===== config.mk =====
export PLATFORM = sky130hd
export DESIGN_NAME = instruction_fetcher
export DESIGN_NICKNAME = d
export VERILOG_FILES = /design/src/rtl/instruction_fetcher_pkg.sv /design/src/rtl/instruction_fetcher.sv
export SDC_FILE = /design/constraint.sdc
export NUM_CORES = 1
export LEC_CHECK = 0
export CORE_ASPECT_RATIO = 0.6
export CORE_MARGIN = 2
export CORE_UTILIZATION = 46
export CTS_CLUSTER_SIZE = 8
export DETAILED_ROUTE_END_ITERATION = 8
export DONT_BUFFER_PORTS = 1
export HOLD_SLACK_MARGIN = 0.05
export PLACE_DENSITY = 0.67
export SYNTH_ARGS = -nofsm -noshare
export SYNTH_HDL_FRONTEND = slang
export SYNTH_SLANG_ARGS = --single-unit
export TNS_END_PERCENT = 20

===== constraint.sdc =====
create_clock -name clk -period 3.1 [get_ports clk]
set_input_delay 0.62 -clock clk [delete_from_list [all_inputs] [get_ports clk]]
set_output_delay 0.62 -clock clk [all_outputs]
set_load 0.03 [all_outputs]

===== src/rtl/instruction_fetcher_pkg.sv =====
// Shared types and constants for the byte-serial instruction fetch stage.
package instruction_fetcher_pkg;

  localparam int unsigned XLEN     = 32;
  localparam int unsigned BYTE_W   = 8;
  localparam int unsigned IDX_W    = 2;
  localparam int unsigned ROM_SIZE = 64;

  typedef enum logic [1:0] {
    FETCH_STATE_FETCH = 2'd0,
    FETCH_STATE_VALID = 2'd1,
    FETCH_STATE_FAULT = 2'd2
  } fetch_state_e;

  localparam logic FAULT_CAUSE_ILLEGAL    = 1'b0;
  localparam logic FAULT_CAUSE_MISALIGNED = 1'b1;

  typedef struct packed {
    logic            cause;
    logic [XLEN-1:0] address;
  } fault_info_t;

  function automatic logic is_word_aligned(input logic [XLEN-1:0] addr);
    return addr[1:0] == 2'b00;
  endfunction

endpackage


===== src/rtl/instruction_fetcher.sv =====
// Fetch stage: reads four ROM bytes per instruction, assembles a little-endian
// word, offers it on a valid/ready handshake and stops on fetch faults.
module instruction_fetcher
  import instruction_fetcher_pkg::*;
#(
  parameter logic [31:0] RESET_VECTOR = 32'h0000_0000
) (
  input  logic            clk,
  input  logic            reset_n,
  output logic [XLEN-1:0] rom_address,
  input  logic [7:0]      rom_read_data,
  input  logic            rom_illegal_address,
  input  logic            pc_load,
  input  logic [XLEN-1:0] pc_load_value,
  output logic            instr_valid,
  input  logic            instr_ready,
  output logic [XLEN-1:0] instr,
  output logic [XLEN-1:0] instr_pc,
  output logic            fetch_fault,
  output logic            fault_cause,
  output logic [XLEN-1:0] fault_address
);

  fetch_state_e       state_q, state_d;
  logic [XLEN-1:0]    pc_q, pc_d;
  logic [IDX_W-1:0]   idx_q, idx_d;
  logic [XLEN-1:0]    instr_q, instr_d;
  logic [XLEN-1:0]    instr_pc_q, instr_pc_d;
  fault_info_t        fault_q, fault_d;
  logic               instr_valid_q, instr_valid_d;
  logic               fetch_fault_q, fetch_fault_d;
  logic [XLEN-1:0]    fetch_addr;
  logic               load_aligned;

  assign fetch_addr   = pc_q + XLEN'(idx_q);
  assign load_aligned = is_word_aligned(pc_load_value);

  // State register
  always_ff @(posedge clk or negedge reset_n) begin
    if (!reset_n) begin
      state_q <= FETCH_STATE_FETCH;
    end else begin
      state_q <= state_d;
    end
  end

  // Next state: a redirect overrides whatever the current state wants
  always_comb begin
    state_d = state_q;
    if (pc_load) begin
      state_d = load_aligned ? FETCH_STATE_FETCH : FETCH_STATE_FAULT;
    end else begin
      unique case (state_q)
        FETCH_STATE_FETCH: begin
          if (rom_illegal_address) begin
            state_d = FETCH_STATE_FAULT;
          end else if (idx_q == IDX_W'(3)) begin
            state_d = FETCH_STATE_VALID;
          end
        end
        FETCH_STATE_VALID: begin
          if (instr_ready) begin
            state_d = FETCH_STATE_FETCH;
          end
        end
        FETCH_STATE_FAULT: state_d = FETCH_STATE_FAULT;
        default:           state_d = FETCH_STATE_FETCH;
      endcase
    end
  end

  // Outputs: ROM address from registered state, flags precomputed from next state
  always_comb begin
    rom_address   = pc_q;
    instr_valid_d = 1'b0;
    fetch_fault_d = 1'b0;
    if (state_q == FETCH_STATE_FETCH) begin
      rom_address = fetch_addr;
    end
    if (state_d == FETCH_STATE_VALID) begin
      instr_valid_d = 1'b1;
    end
    if (state_d == FETCH_STATE_FAULT) begin
      fetch_fault_d = 1'b1;
    end
  end

  // Datapath next values for pc, byte index, assembled word and fault record
  always_comb begin
    pc_d       = pc_q;
    idx_d      = idx_q;
    instr_d    = instr_q;
    instr_pc_d = instr_pc_q;
    fault_d    = fault_q;
    if (pc_load) begin
      idx_d = '0;
      if (load_aligned) begin
        pc_d = pc_load_value;
      end else begin
        fault_d.cause   = FAULT_CAUSE_MISALIGNED;
        fault_d.address = pc_load_value;
      end
    end else begin
      unique case (state_q)
        FETCH_STATE_FETCH: begin
          if (rom_illegal_address) begin
            fault_d.cause   = FAULT_CAUSE_ILLEGAL;
            fault_d.address = fetch_addr;
          end else begin
            instr_d[{idx_q, 3'b000} +: BYTE_W] = rom_read_data;
            if (idx_q == IDX_W'(3)) begin
              instr_pc_d = pc_q;
            end else begin
              idx_d = idx_q + IDX_W'(1);
            end
          end
        end
        FETCH_STATE_VALID: begin
          if (instr_ready) begin
            pc_d  = pc_q + XLEN'(4);
            idx_d = '0;
          end
        end
        default: ;
      endcase
    end
  end

  // Datapath and registered-output flops
  always_ff @(posedge clk or negedge reset_n) begin
    if (!reset_n) begin
      pc_q          <= RESET_VECTOR;
      idx_q         <= '0;
      instr_q       <= '0;
      instr_pc_q    <= '0;
      fault_q       <= '0;
      instr_valid_q <= 1'b0;
      fetch_fault_q <= 1'b0;
    end else begin
      pc_q          <= pc_d;
      idx_q         <= idx_d;
      instr_q       <= instr_d;
      instr_pc_q    <= instr_pc_d;
      fault_q       <= fault_d;
      instr_valid_q <= instr_valid_d;
      fetch_fault_q <= fetch_fault_d;
    end
  end

  assign instr         = instr_q;
  assign instr_pc      = instr_pc_q;
  assign instr_valid   = instr_valid_q;
  assign fetch_fault   = fetch_fault_q;
  assign fault_cause   = fault_q.cause;
  assign fault_address = fault_q.address;

endmodule


Yosys cells after proc, flatten, opt, wreduce, memory -nomap -nowiden. Cells that the tools add are included.

Bits in registers: 135. Bits of input ports: 45. Output and inout bits: 131. Logic and storage cells: 62.

$add $sub $neg: 4. Equal/unequal tests: 10. Shifts and indexed selects: 2. Muxes and demuxes: 23. Bitwise logic cells: 2. Reduce and logical (&&, ||, !) cells: 12.

Operator list (number): $mux W32 (5); $mux W33 (4); $add A32 B2 Y32 (1); $add A32 B3 Y32 const B (1); $bwmux W32 (1); $shift A8 B7 Y32 const A (1); $shiftx A8 B7 Y32 (1); $mux W2 (9); $ne A3 B3 Y1 const B (3); $reduce_and A3 Y1 (3); $reduce_and A4 Y1 (2); $reduce_bool A2 Y1 (4); $neg A5 Y7 (1); $eq A2 B2 Y1 const B (3); $pmux W2 S3 (1); $eq A2 B1 Y1 const B (2); $logic_not A2 Y1 (2); $pmux W2 S2 (1); $reduce_bool A3 Y1 (1); $add A2 B1 Y2 const B (1); $mux W1 (2); $ne A2 B1 Y1 const B (1); $ne A2 B2 Y1 const B (1); $not A1 Y1 (2).

Depth between registers and ports, before layout.
Depth after elaboration: 7. Mapped depth: 9.

Worst setup path before layout. No wires, ideal clock.

Kind: reg-to-output. Start: register idx_q[0]. End: output rom_address[16]. Arrival: 2.749 ns. Required time: 2.480 ns. Path slack: -0.269 ns. Stages on the path, launching flop included: 10. Buffers on the path: 1. Cell sequence: dfrtp_1 ha_1 inv_1 fa_1 nand4b_2 nor2_1 and3_1 buf_2 nand3_1 xnor2_1.

Longest elaborated chain between the ends: 2.

Ends and longest elaborated chain: start, declared (line instruction_fetcher.sv:26) `logic [IDX_W-1:0] idx_q, idx_d;`; start signal, assigned (line instruction_fetcher.sv:141) `idx_q <= idx_d;`; $add A32 B2 Y32 (line instruction_fetcher.sv:35) `assign fetch_addr = pc_q + XLEN'(idx_q);`; $mux W32 (line instruction_fetcher.sv:77) `if (state_q == FETCH_STATE_FETCH) begin`; end, declared (line instruction_fetcher.sv:10) `output logic [XLEN-1:0] rom_address,`.

Every way passes these cells.

Worst setup path after layout.
Start: register idx_q[0]. End: output rom_address[20].

The elaborated chain is that of the path after synthesis.

==> results.txt <==
Clk slew on worst S/H paths: 0.06 ns
Largest net degree at the start of global routing: 136
GRT Total Usage: 0.2730
Post-Synthesis Cell Area: 0.007527 mm2
Total negative slack: -0.02328 ns
Slack of the critical path: -0.01388 ns
H-tree Lvls: 4
Critical Path End Type: output port
Syn Nets: 858
Post-layout util: 0.5435
Number of library cell types mapped by synthesis: 60
CTS Buf Count: 17
Vias: 6,347
Starting Density: 0.4668
Root buffer cell: clkbuf_16
Startpoint Class: flop
WP buf/inv: 3
Hold Slack: -0.09689 ns
Crit path kind: flop to output port
P&R area growth vs syn: 16.42%
Vias in the first global route: 5,960
First drt pass iteration count: 5
Site row count: 36
Final worst-path cycle share: 1.004
Most frequent cells in the layout: 129 x nand2_1, 128 x dfrtp_1, 70 x buf_4
Vias/cell: 6.010
Yosys Warn Count: 0
Highest clock rate: 0.3211 GHz
Async set-reset flop share out of synthesis: 1.000
Clock tree buffer depth: 2
Crit path time final: 3.114 ns
Diode count: 0
Sw Ratio: 0.3581
CTS tree: built
CP max-delay cell: dfrtp_1
Share of layout cells above drive strength 1: 0.2220
WL final: 23,550 um
Clk_lat worst skew: 0.42 ns
Drt initial violations: 740
Critical-path cell list: ha_2 > inv_1 > fa_2 > nand4b_4 > nor2_4 > and3_4 > buf_4 > nand2_1 > xnor2_2 > buf_6
VDD IR-drop max: 303.3 uV
Clock sinks: 135
Yosys reg bits: 135
Number of synthesized flops with an enable pin: 0
WP data required: 2.48 ns
Cell Int Power: 3.374 mW
First-pass GRT wire length: 35,740 um
Clock skew: 0.01244 ns
Crit-path max FO: 4
Die Ht: 103.1 um
Failing checks: hold timing, setup timing
Pwr Density: 599.8 mW/mm2
Routability cong.: 0.9120
Setup repair after global routing missed its margin: yes
Worst Max-Slew Pin Slew: 0.9073 ns
Critical Path Max Stage Delay: 0.36 ns
Post-Syn Instances: 803
Detail Placement HPWL: 16,630 um
Combinational share of power: 0.159
Detail Route Antenna Nets: 0
Slew margin rel.: 0.3904
Top Family by Delay on Critical Path: simple AND/OR/NAND/NOR gates
DIE AREA: 0.01744 mm2
Sequential-to-total area share from yosys stat: 0.4488
Core region area: 0.01613 mm2
Crit path DAT: 2.49 ns
Final hold viol count: 135
Avg Cell Area, Syn: 9.374 um2
Buffers on Ports: 0
Hold Path Class: primary input to asynchronous set/reset pin
Pre-CTS WS: 0.1341 ns
Initial antenna violation count: 0
Final setup fails: 2
NetSw: 1.882 mW
Static Leak: 3.935 nW
Nets@finish: 890
Top FF cell, synth: dfrtp_1
Wire per inst: 22.30 um
Most common cell after layout, fill and taps aside: nand2_1
Grt ovf: 0
I/O pin cnt: 176
Sequential power share: 0.495
Die X: 169.1 um
Final Max Tran Viols: 0
Clock network power share: 0.346
DRC: 0
Outcome: finished, violations left
MaxCap Viol Count: 0
registers in the layout (all words and copies together), names as in the netlist:
register,count
state_q,2
idx_q,2
pc_q,32
instr_valid,1
fault_cause,1
fetch_fault,1
instr,32
fault_address,32
instr_pc,32
per-stage QoR:
step / power (mW) / instances / cell area [um2]
3_3_place_gp: 3.393 / 1017 / 8061
4_1_cts: 5.264 / 1052 / 8668
5_1_grt: 5.479 / 1056 / 8763
2_1_floorplan: 3.166 / 803 / 7607
6_report: 5.256 / 1056 / 8763
3_5_place_dp: 3.435 / 1017 / 8061
power by group through the flow:
stage | Clock [mW] | Sequential [mW] | Combinational (mW)
2_1_floorplan | 0 | 2.50 | 0.666
3_3_place_gp | 0 | 2.63 | 0.767
3_5_place_dp | 0 | 2.64 | 0.796
4_1_cts | 1.84 | 2.61 | 0.814
5_1_grt | 1.92 | 2.63 | 0.923
6_report | 1.82 | 2.60 | 0.838
Yosys cell counts, drive strengths merged (2+ instances only):
cell type / n / area [um2]
o21a: 3 / 22.52
and2: 2 / 12.51
nand3: 36 / 190.2
inv: 9 / 33.78
nor2b: 2 / 12.51
ha: 9 / 112.6
o22ai: 39 / 244.0
a31oi: 2 / 12.51
and4: 3 / 26.28
or2: 2 / 12.51
nor3: 19 / 121.4
xnor2: 24 / 210.2
nand4: 16 / 130.1
a211oi: 4 / 35.03
and3: 10 / 62.56
o41ai: 2 / 17.52
nand2: 131 / 501.7
o21ai: 64 / 320.3
or4b: 2 / 23.77
mux2: 31 / 431.7
nand4b: 2 / 23.77
nor3b: 4 / 30.03
o31ai: 2 / 15.01
nor4: 6 / 95.09
dfrtp: 135 / 3378
buf: 38 / 234.0
xor2: 34 / 297.8
mux2i: 21 / 210.2
clkbuf: 28 / 106.4
a21oi: 52 / 260.3
o211ai: 2 / 15.01
nor2: 58 / 220.2
path summary, 6_finish.rpt:
check,startpoint,to,slack [ns],cells past startpoint
min,reset_n,fault_address[2]$_DFFE_PN0P_,-0.1,0
min in group clk,instr_ready,state_q[0]$_DFF_PN0_,0.28,1
max in group asynchronous,reset_n,pc_q[6]$_DFFE_PN0P_,2.97,0
max reg2reg,idx_q[0]$_DFFE_PN0P_,fault_address[16]$_DFFE_PN0P_,0.57,9
max,idx_q[0]$_DFFE_PN0P_,rom_address[20],-0.01,10
min reg2reg,pc_q[4]$_DFFE_PN0P_,instr_pc[4]$_DFFE_PN0P_,0.58,1
timing repair:
action	CTS	global route
setup endpoints to repair	15	17
buffers inserted	4	3
gates cloned	0	1
gates resized for setup	16	16
hold endpoints to repair	135	135
pin swaps	5	2
cell families after synthesis:
family                     after synthesis  share of synthesized area
buffers and inverters                   75                    0.04970
and+or+nand+nor                        296                     0.1973
DFF                                    135                     0.4488
muxes                                   52                    0.08527
xor gates and xnor gates                58                    0.06749
AOI/OAI and AO/OA                      177                     0.1338
adders and majority gates               10                    0.01762
metal layers:
layer / wire, um / share of wire / vias up / GRT usage
met5: 0 / 0 / - / 0
met1: 10420 / 0.44 / 3107 / 0.3895
met2: 9469 / 0.40 / 324 / 0.3670
met4: 428 / 0.018 / 0 / 0.08153
met3: 3233 / 0.14 / 43 / 0.1251
li1: - / - / 2873 / -
final cells by class:
cell class / count / area (um2)
fill: 1418 / 7362
timing repair buffer: 79 / 626.9
multi-input combinational: 593 / 3928
tap: 209 / 261.5
inverter: 9 / 33.78
sequential: 135 / 3387
clock inverter: 11 / 80.08
clock buffer: 20 / 446.7
Note: power is estimated with default switching activity, not from simulation.
